`config.mk`:
```
export PLATFORM = sky130hd
export DESIGN_NAME = instruction_fetch_unit
export DESIGN_NICKNAME = d
export VERILOG_FILES = /design/src/rtl/instruction_fetch_unit.sv
export SDC_FILE = /design/constraint.sdc
export NUM_CORES = 1
export LEC_CHECK = 0
export CORE_ASPECT_RATIO = 2
export CORE_MARGIN = 2
export CORE_UTILIZATION = 32
export CTS_CLUSTER_SIZE = 30
export DETAILED_ROUTE_END_ITERATION = 10
export GPL_ROUTABILITY_DRIVEN = 0
export GPL_TIMING_DRIVEN = 0
export MAX_ROUTING_LAYER = met4
export PLACE_DENSITY = 0.61
export SLEW_MARGIN = 30
export SYNTH_ARGS = -nofsm -noshare
export SYNTH_HDL_FRONTEND = slang
export SYNTH_SLANG_ARGS = --single-unit
```
`constraint.sdc`:
```
create_clock -name clk -period 2.8 [get_ports clk]
set_clock_uncertainty 0.2 [all_clocks]
set_input_delay 0.84 -clock clk [delete_from_list [all_inputs] [get_ports clk]]
set_output_delay 0.84 -clock clk [all_outputs]
set_load 0.005 [all_outputs]
```
`src/rtl/instruction_fetch_unit.sv`:
```
// Instruction fetch unit: loads a program into external memory, then streams
// fetched bytes through a 2-entry buffer with branch redirect and halt.
module instruction_fetch_unit #(
   parameter logic [7:0] RESET_PC = 8'h00
) (
   input  logic       clk,
   input  logic       reset,
   input  logic       start_load,
   input  logic       load_valid,
   input  logic [7:0] load_data,
   input  logic       load_done,
   input  logic       run,
   input  logic       halt,
   input  logic       branch_valid,
   input  logic [7:0] branch_target,
   output logic       instr_valid,
   input  logic       instr_ready,
   output logic [7:0] instr,
   output logic [7:0] instr_pc,
   output logic [7:0] mem_add,
   output logic       mem_rw,
   output logic [7:0] mem_ip,
   input  logic [7:0] mem_op,
   output logic [1:0] state
);

   typedef enum logic [1:0] {
      S_IDLE = 2'b00,
      S_LOAD = 2'b01,
      S_RUN  = 2'b10,
      S_BAD  = 2'b11
   } state_t;

   state_t     state_q, state_d;
   logic [7:0] pc_q, pc_d;
   logic [7:0] load_ptr_q, load_ptr_d;
   logic [7:0] fifo_pc    [2];
   logic [7:0] fifo_instr [2];
   logic       rd_ptr_q, wr_ptr_q;
   logic [1:0] count_q;
   logic       pend_q;
   logic [7:0] pend_pc_q;
   logic       pop, push, issue, flush;
   logic [1:0] occ_after_pop;

   // instr_valid/instr_ready: the head transfers on a rising edge where both
   // are high; while valid is high and ready is low the head is held unchanged.
   assign instr_valid   = (count_q != 2'd0);
   assign pop           = instr_valid & instr_ready;
   assign push          = pend_q & ~flush;
   assign occ_after_pop = count_q - {1'b0, pop};
   assign instr         = instr_valid ? fifo_instr[rd_ptr_q] : 8'h00;
   assign instr_pc      = instr_valid ? fifo_pc[rd_ptr_q] : 8'h00;
   assign state         = state_q;

   always_comb begin
      state_d    = state_q;
      pc_d       = pc_q;
      load_ptr_d = load_ptr_q;
      mem_rw     = 1'b1;
      mem_add    = pc_q;
      mem_ip     = 8'h00;
      issue      = 1'b0;
      flush      = 1'b0;
      case (state_q)
         S_IDLE: begin
            if (start_load) begin
               state_d    = S_LOAD;
               load_ptr_d = 8'h00;
            end else if (run) begin
               state_d = S_RUN;
               pc_d    = RESET_PC;
               flush   = 1'b1;
            end
         end
         S_LOAD: begin
            mem_add = load_ptr_q;
            if (load_valid) begin
               mem_rw     = 1'b0;
               mem_ip     = load_data;
               load_ptr_d = load_ptr_q + 8'd1;
            end
            if (load_done) state_d = S_IDLE;
         end
         S_RUN: begin
            if (halt) begin
               state_d = S_IDLE;
               flush   = 1'b1;
            end else if (branch_valid) begin
               pc_d  = branch_target;
               flush = 1'b1;
            end else if ((occ_after_pop + {1'b0, pend_q}) < 2'd2) begin
               // Reserve a buffer slot for every read before it is issued.
               issue = 1'b1;
               pc_d  = pc_q + 8'd1;
            end
         end
         default: state_d = S_IDLE;
      endcase
   end

   always_ff @(posedge clk or negedge reset) begin
      if (!reset) begin
         state_q    <= S_IDLE;
         pc_q       <= RESET_PC;
         load_ptr_q <= 8'h00;
      end else begin
         state_q    <= state_d;
         pc_q       <= pc_d;
         load_ptr_q <= load_ptr_d;
      end
   end

   // A read issued in one cycle returns on mem_op during the next one.
   always_ff @(posedge clk or negedge reset) begin
      if (!reset) begin
         rd_ptr_q  <= 1'b0;
         wr_ptr_q  <= 1'b0;
         count_q   <= 2'd0;
         pend_q    <= 1'b0;
         pend_pc_q <= 8'h00;
         for (int i = 0; i < 2; i++) begin
            fifo_pc[i]    <= 8'h00;
            fifo_instr[i] <= 8'h00;
         end
      end else if (flush) begin
         rd_ptr_q <= 1'b0;
         wr_ptr_q <= 1'b0;
         count_q  <= 2'd0;
         pend_q   <= 1'b0;
      end else begin
         if (push) begin
            fifo_pc[wr_ptr_q]    <= pend_pc_q;
            fifo_instr[wr_ptr_q] <= mem_op;
            wr_ptr_q             <= ~wr_ptr_q;
         end
         if (pop) rd_ptr_q <= ~rd_ptr_q;
         count_q <= count_q + {1'b0, push} - {1'b0, pop};
         pend_q  <= issue;
         if (issue) pend_pc_q <= pc_q;
      end
   end

endmodule

```
==> results of run 1 <==
==> final cells by class <==
class	instances	share of cell area (%)
Sequential cell	63	34.21
Tap cell	135	3.660
Inverter	7	0.5693
Timing Repair Buffer	85	17.24
Clock inverter	7	2.114
Multi-Input combinational cell	203	35.32
Buffer	10	2.006
Clock buffer	9	4.879
==> what timing repair did <==
| item | 4_1_cts | 5_1_grt |
|---|---|---|
| hold endpoints to repair | 0 | 0 |
| buffers inserted | 12 | 4 |
| setup endpoints to repair | 45 | 17 |
| pin swaps | 5 | 4 |
| resized for setup | 48 | 7 |
==> layout by cell type (no fill, tap or decap), drive strengths merged, types with 8 or more instances in the layout <==
cell / netlist / final
clkbuf: 3 / 13
buf: 8 / 27
xor2: 8 / 8
mux2: 46 / 46
dfrtp: 63 / 63
nor2: 31 / 31
dlygate4sd2: 0 / 19
mux2i: 19 / 19
clkdlybuf4s50: 0 / 44
and3: 12 / 12
nand2: 18 / 18
o21ai: 16 / 16
==> metrics by stage <==
step | worst slack (ns) | area, um2
global route | 0.0009739 | 4616
finish | 0.05474 | 4616
global placement | -1.349 | 4114
detailed placement | -0.5040 | 4136
floorplan | 0.1213 | 3264
CTS | 0.005247 | 4578
==> sequential cells by signal, summed over array words and instances, names as in the netlist <==
name	count
pc_q	8
state	2
fifo_instr	16
rd_ptr_q	1
count_q	2
fifo_pc	16
pend_q	1
wr_ptr_q	1
load_ptr_q	8
pend_pc_q	8
==> per-layer routing <==
| metal | track usage, % | vias up | wire (um) |
|---|---|---|---|
| met2 | 29.00 | 86 | 4647 |
| met3 | 3.841 | 16 | 288 |
| met1 | 16.98 | 1210 | 2889 |
| met5 | - | - | 0 |
| met4 | 8.860 | 0 | 274 |
| li1 | - | 1188 | - |
==> kinds of logic (layout without fill, tap and decap cells) <==
kind of cell | Yosys count | in the layout | synth area share [%]
AO/OA/AOI/OAI | 34 | 34 | 7.091
XOR/XNOR | 10 | 10 | 2.683
adder cells (fa/ha/maj) | 3 | 3 | 1.150
buffers and inverters | 18 | 118 | 2.798
flip-flops | 63 | 63 | 48.29
multiplexers | 65 | 65 | 22.96
AND/OR/NAND/NOR | 91 | 91 | 15.02
==> power breakdown <==
part	leakage [uW]	switching, uW	internal (uW)	total (uW)
combinational	0.00120	563	778	1340
clock	0.000152	414	779	1190
sequential	0.000837	215	1150	1370
==> final timing paths <==
path                                  to  cells after the start
max reg2reg                   count_q[1]                     10
min                        load_ptr_q[4]                      1
max in group asynchronous       rd_ptr_q                      2
max                           mem_add[7]                      7
min in group clk              fifo_pc[6]                      1
min reg2reg                   fifo_pc[6]                      1
==> impl_metrics.toml, run 1 <==
[sta]
final.setup.tns_ns = 0
max_freq_mhz = 364.3
fin_crit_ns = 2.745
holdWs_ns = 0.2723
worst_pin_slew_ns = 0.6931
rsz0062_at_grt = "false"
hold_viol_final = 0
finalMaxSlewViolations = 0
fin_crit_sh_pct = 98.05
setup_viol = 0
relSlewSlack_pct = 53.59

[die]
dieWidth_um = 75.42
core_area_um2 = 10020
start_util_pct = 32.58
dieArea_um2 = 11070
rows = 52
dieHeight_um = 146.8
pin_count = 69

[cells_and_area]
regArea_um2 = 1579
multi_input_area_um2 = 1630
final_util_pct = 46.07
drive_gt1_share_pct = 28.91
fillers = 1005
antenna_cells = 0
syn2layout_area_growth_pct = 41.40
finalNonFillerCells = 519
layout.nets = 415

[power]
leakage_uw = 0.002189
p_per_area_nw_per_um2 = 845.5
power_uw = 3902
ir_drop_uv = 305.3

[synthesis]
seq_area_frac_synth_pct = 48.29
synth_area_leader_cell = "dfrtp_1"
synthDistinctLibCells = 50
synth_area_leaders = "dfrtp_1, mux2_2, mux2i_1"
synth-seq-cells = 63
synthArstFlopShare_pct = 100.0
synth_common_cells = "dfrtp_1, mux2_2, nor2_1"
syn_inst = 284
synth_area_um2 = 3264
synth_edf_count = 0
synth_top_cell_area_share_pct = 48.29
ys.flop_type = "dfrtp_1"
synth_warnings = 0
synth_area_per_cell_um2 = 11.49
synth_nets = 320
yosysMostFrequentCell = "dfrtp_1"

[place]
place_inst = 488
portBuffers = 68
hpwl_um = 5931

[detailed_routing]
drt-wirelength-per-cell_um = 15.61
wirelength_um = 8099
drc = 0
first_pass_iters = 4
routed_via_density = 4.817
vias = 2500
drt_iter0_drc = 153
drtAntennaViolNets = 0

[worst_setup_path]
critical_path.top_delay_family = "buffers and inverters"
worstPathCellList = "buf_6, nor2b_4, buf_6, buf_6, buf_6, mux2_4, buf_6"
cp_slowest_stage_delay_ns = 0.38
regToRegSetupSlack_ns = 0.21
cp-startpoint = "state[0]"
rr_startpoint = "state[1]"
crit_path_start_kind = "flop"
end_kind = "output pin"
slowest_stage = "dfrtp_1"
path_max_fanout = 7
cp_common_cell = "buf_6"
crit_type = "reg -> out"
cp.required_ns = 1.76
critPathArrivalTime_ns = 1.71
worst-path-buf-inv = 5

[cts]
cts_tree = "yes"
clock_latency_ns = 0.33
path_clk_slew_ns = 0.06
clock_path_buffers = 2
numCtsBuffers = 9
hold_buffers = 0
cts_sinks = 63
cts-htree-levels = 3
root_buffer = "clkbuf_16"

[global_routing]
grt_overflow_total = 0
grt.total_usage_pct = 16.87
grt_pass1_wl_um = 13660
antenna_found_initial = 0
grt_pass1_vias = 2805
grt_start_max_net_pins = 40

[status]
outcome = "completed"

[min_path]
min_path_type = "in -> async"

[flow_run]
cap_violations = 0
Power figures use the tool's default switching activity.
==> inputs of run 2 (changes only) <==
--- a/config.mk
+++ b/config.mk
@@ -10,10 +10,11 @@
 export CORE_UTILIZATION = 32
 export CTS_CLUSTER_SIZE = 30
 export DETAILED_ROUTE_END_ITERATION = 10
+export DONT_BUFFER_PORTS = 1
 export GPL_ROUTABILITY_DRIVEN = 0
 export GPL_TIMING_DRIVEN = 0
 export MAX_ROUTING_LAYER = met4
-export PLACE_DENSITY = 0.61
+export PLACE_DENSITY = 0.53
 export SLEW_MARGIN = 30
 export SYNTH_ARGS = -nofsm -noshare
 export SYNTH_HDL_FRONTEND = slang
==> run 2 against run 1 <==
  * Clock power decreased by 11%
  * Power decreased by 14%
  * Via count down 14%
  * Flip-flop and latch count stayed put
  * Sequential power hardly changed
  * Setup slack improved by 0.038 ns
  * Register-to-register slack better by 0.16 ns
  * Die area did not move
  * Non-clock buffer count fell by 83
  * Global-route usage shrank 1.5 points
  * Final area shrank 18%
  * Highest routed layer unchanged
==> impl_metrics.toml, run 2 (synthesis results as in run 1) <==
[place]
postPlaceCellArea_um2 = 3433
portBuffers = 0
hpwl_um = 5389

[power]
clkPwrFrac_pct = 31.7
ir_drop_uv = 396.2
power_frac_comb_pct = 27.1
swShare_pct = 32.10
leakage_uw = 0.001752
intPower_uw = 2275
switchingPower_uw = 1076
power_frac_seq_pct = 41.2
p_per_area_nw_per_um2 = 890.6

[cts]
numCtsBuffers = 9
cts-htree-levels = 3
root_buffer = "clkbuf_16"
post_cts_buffers = 0
clock_path_buffers = 2
cts_sinks = 63
path_clk_slew_ns = 0.05
clock_latency_ns = 0.33
cts_tree = "yes"

[worst_setup_path]
rr_worst_depth = 8
crit_end = "mem_add[6]"
worstPathCellList = "buf_2, nor2b_1, buf_4, mux2_2"
cp.required_ns = 1.76
worst-path-buf-inv = 2
rr_endpoint = "count_q[1]"
rr_startpoint = "state[1]"
cp-startpoint = "state[1]"
slowest_stage = "dfrtp_1"
critPathArrivalTime_ns = 1.67
regToRegSetupSlack_ns = 0.37
cp.depth = 4
end_kind = "output pin"
critical_path.top_delay_family = "flip-flops"
crit_type = "reg -> out"
cp_slowest_stage_delay_ns = 0.41
crit_path_start_kind = "flop"
path_max_fanout = 10

[die]
dieArea_um2 = 11070
core_area_um2 = 10020
dieHeight_um = 146.8
start_util_pct = 32.58
pin_count = 69
rows = 52
dieWidth_um = 75.42

[sta]
finalMaxSlewViolations = 0
worst_pin_slew_ns = 0.6859
max_freq_mhz = 369.3
hold_viol_final = 0
fin_crit_sh_pct = 96.70
fin_crit_ns = 2.708
final.setup.tns_ns = 0
relSlewSlack_pct = 54.17
setup_viol = 0
rsz0062_at_grt = "false"

[global_routing]
grt.total_usage_pct = 15.39
grt_overflow_total = 0
antenna_found_initial = 0
grt_start_max_net_pins = 42
grt_pass1_wl_um = 12190
grt_pass1_vias = 2328

[cells_and_area]
final_common_cell = "dfrtp_1"
layout_common_cells = "dfrtp_1, mux2_2, nor2_1"
fin_area_um2 = 3762
antenna_cells = 0
syn2layout_area_growth_pct = 15.25
top_regs = "fifo_instr: 16 flops, fifo_pc: 16 flops"
layout.nets = 332
drive_gt1_share_pct = 27.33

[flow_run]
cap_violations = 0

[detailed_routing]
vias = 2161
wirelength_um = 7517
first_pass_iters = 4
drt_iter0_drc = 77
drtAntennaViolNets = 0
drt-wirelength-per-cell_um = 17.28
routed_via_density = 4.968
drc = 0

[status]
outcome = "completed"

[min_path]
min_path_type = "in -> async"
[run 2: area by class of cell]
cell class	count	area, um2
clock buffers	11	232.7
well taps	135	168.9
inverters	7	26.28
flip-flops and latches	63	1577
clock inverters	4	47.55
fillers	1021	6257
multi-input cells	203	1609
repair buffers	2	32.53
plain buffers	10	68.82
[run 2: what timing repair did]
action / 4_1_cts / 5_1_grt
pin swaps: 0 / 0
hold buffers: 2 / 0
gates resized for setup: 3 / 4
gates cloned: 0 / 0
setup endpoints to repair: 19 / 11
hold endpoints to repair: 41 / 0
[run 2: worst reg2reg max path, stage by stage (launching register included)]
cell and delay (ns):
dfrtp_1 0.41, or3b_4 0.45, a21oi_4 0.25, nand2b_4 0.20, xor2_1 0.07, ha_1 0.19, xor2_1 0.15, or3_1 0.31
a21oi_1 0.14
[run 2: worst min path at each step]
stage	startpoint	end	slack (ns)	cells past startpoint
floorplan	pend_pc_q[7]	pend_pc_q[7]	0.26	2
global placement	fifo_instr[6]	fifo_instr[6]	0.29	1
detailed placement	pend_pc_q[0]	pend_pc_q[0]	0.29	2
CTS	reset	pc_q[6]	0.16	1
global route	reset	pend_pc_q[6]	0.16	1
finish	reset	pend_pc_q[6]	0.16	1
[run 2: per-stage QoR]
step | setup slack [ns] | power, uW | hold slack, ns | instances | utilization (%)
2_1_floorplan | 0.1213 | 2041 | 0.2553 | 284 | -
3_3_place_gp | -0.01473 | 2252 | 0.2884 | 419 | 34.27
3_5_place_dp | -0.01720 | 2283 | 0.2927 | 419 | 34.27
4_1_cts | 0.007635 | 3400 | 0.1587 | 435 | 37.45
5_1_grt | 0.01229 | 3569 | 0.1648 | 435 | 37.55
6_report | 0.09249 | 3351 | 0.1589 | 435 | 37.55
[run 2: power groups by stage]
stage | Sequential, uW | Combinational (uW) | Clock (uW)
after global routing | 1420 | 1010 | 1130
after CTS | 1380 | 927 | 1090
after detailed placement | 1370 | 917 | 0
after floorplan | 1300 | 746 | 0
after global placement | 1350 | 898 | 0
final | 1380 | 908 | 1060
[run 2: per-layer routing]
layer | part of all wire (%) | global-route usage, % | up-vias
met3 | 5.1 | 3.772 | 13
met1 | 38 | 15.65 | 1057
met2 | 55 | 26.35 | 66
met5 | 0 | - | -
met4 | 2.7 | 7.632 | 0
li1 | - | - | 1025
==> inputs of run 3 (changes only) <==
--- a/config.mk
+++ b/config.mk
@@ -14,7 +14,6 @@
 export GPL_ROUTABILITY_DRIVEN = 0
 export GPL_TIMING_DRIVEN = 0
 export MAX_ROUTING_LAYER = met4
-export PLACE_DENSITY = 0.53
 export SLEW_MARGIN = 30
 export SYNTH_ARGS = -nofsm -noshare
 export SYNTH_HDL_FRONTEND = slang
==> run 3 against run 2 <==
  * First-iteration DRC count grew 51%
  * Power rose by 1.8%
  * Critical path depth stayed put
  * Final cell count is 0.23% higher
  * Fmax up 0.47%
  * Non-clock buffer count unchanged
  * Flip-flop and latch count stayed put
  * Final area increased by 0.76%
  * Die area stayed put
  * Global-route usage shrank 0.37 points
  * Highest routed layer unchanged
  * Hold slack gained 0.0062 ns
==> impl_metrics.toml, run 3 (synthesis results as in run 1) <==
[global_routing]
grt_pass1_vias = 2367
antenna_found_initial = 0
grt_overflow_total = 0
grt_pass1_wl_um = 12110
grt.total_usage_pct = 15.02
grt_start_max_net_pins = 57

[cells_and_area]
regArea_um2 = 1578
final_common_cell = "dfrtp_1"
fin_area_um2 = 3791
layout.nets = 332
drive_gt1_share_pct = 27.91
antenna_cells = 0
top_regs = "fifo_instr: 16 flops, fifo_pc: 16 flops"
syn2layout_area_growth_pct = 16.14
multi_input_area_um2 = 1604
layout_common_cells = "dfrtp_1, mux2_2, nor2_1"
fillers = 1032

[sta]
finalMaxSlewViolations = 0
fin_crit_sh_pct = 96.24
rsz0062_at_grt = "false"
setup_viol = 0
max_freq_mhz = 371.1
worst_pin_slew_ns = 0.6767
fin_ws_ns = 0.1052
hold_viol_final = 0
relSlewSlack_pct = 54.79
final.setup.tns_ns = 0
fin_crit_ns = 2.695

[worst_setup_path]
critical_path.top_delay_family = "buffers and inverters"
crit_type = "reg -> out"
worst-path-buf-inv = 2
rr_startpoint = "state[1]"
slowest_stage = "dfrtp_1"
critPathArrivalTime_ns = 1.65
crit_path_start_kind = "flop"
regToRegSetupSlack_ns = 0.37
end_kind = "output pin"
cp.required_ns = 1.76
worstPathCellList = "buf_2, nor2b_1, buf_4, mux2_2"
path_max_fanout = 10
cp_slowest_stage_delay_ns = 0.41
rr_endpoint = "count_q[1]"
rr_worst_depth = 8

[cts]
cts_sinks = 63
post_cts_buffers = 0
path_clk_slew_ns = 0.05
clock_latency_ns = 0.32
cts_tree = "yes"
numCtsBuffers = 9
cts-htree-levels = 3
clock_path_buffers = 2
root_buffer = "clkbuf_16"

[power]
ir_drop_uv = 380.3
p_per_area_nw_per_um2 = 899.5
power_uw = 3410
leakage_uw = 0.001770

[place]
portBuffers = 0
postPlaceCellArea_um2 = 3433
hpwl_um = 5363
dp_slack_ns = -0.03816

[status]
outcome = "completed"

[die]
dieHeight_um = 146.8
start_util_pct = 32.58
pin_count = 69
dieWidth_um = 75.42
core_area_um2 = 10020
dieArea_um2 = 11070
rows = 52

[flow_run]
cap_violations = 0

[detailed_routing]
routed_via_density = 5.078
first_pass_iters = 4
drtAntennaViolNets = 0
drt-wirelength-per-cell_um = 16.86
wirelength_um = 7351
drc = 0
drt_iter0_drc = 116
vias = 2214

[min_path]
min_path_type = "in -> async"
-- run 3: cell types whose count changed in the layout (fill, tap and decap cells not counted) --
| cell | before | now |
|---|---|---|
| clkinvlp_4 | 1 | 0 |
| nor2_4 | 3 | 2 |
| nor2_2 | 1 | 2 |
| clkbuf_4 | 1 | 0 |
| clkbuf_8 | 0 | 3 |
| dfrtp_1 | 63 | 62 |
| dlygate4sd3_1 | 0 | 1 |
| clkbuf_1 | 3 | 2 |
| dfrtp_2 | 0 | 1 |
-- run 3: area by class of cell --
cell class | instances | area share [%]
sequential | 63 | 41.62
multi-input combinational | 203 | 42.31
tap | 135 | 4.455
inverter | 7 | 0.6931
buffer | 10 | 1.749
clock inverter | 3 | 1.056
timing repair buffer | 2 | 0.9901
clock buffer | 13 | 7.129
-- run 3: repair_timing --
item                                   4_1_cts  5_1_grt
endpoints found under the hold margin       56        0
hold buffers                                 2        0
resized for setup                            3        3
setup endpoints to repair                   19       13
-- run 3: per-layer routing --
metal	wire, um	up-vias	global-route usage, %
met3	389	12	3.841
met4	199	0	7.193
met1	2644	1084	16.60
li1	-	1031	-
met5	0	-	-
met2	4118	87	24.43
-- run 3: worst max path at each step --
stage / start / slack (ns) / cells past startpoint / to
3_3_place_gp: start_load / 0.03 / 8 / count_q[1]
2_1_floorplan: start_load / 0.12 / 8 / count_q[1]
4_1_cts: state[1] / 0.02 / 4 / mem_add[7]
5_1_grt: state[1] / 0.004 / 4 / mem_add[2]
3_5_place_dp: start_load / -0.04 / 8 / count_q[1]
6_report: state[1] / 0.11 / 4 / mem_add[7]
-- run 3: worst register-to-register path: stages, from the launching register on --
cell,delay [ns]
dfrtp_1,0.41
or3b_4,0.44
a21oi_4,0.23
nand2b_4,0.19
xor2_1,0.18
ha_1,0.19
xor2_1,0.07
or3_1,0.31
a21oi_1,0.14
-- run 3: power by group --
group	internal, uW	switching, uW	leakage (uW)
sequential	1150	231	0.000839
combinational	439	455	0.000775
clock	758	376	0.000156
total	2350	1060	0.00177
-- run 3: per-stage QoR --
step	hold slack [ns]	instances	utilization (%)
after detailed placement	0.2931	419	34.27
after global routing	0.1822	436	37.84
final	0.1651	436	37.84
after global placement	0.2845	419	34.27
after CTS	0.1760	436	37.75
after floorplan	0.2553	284	-
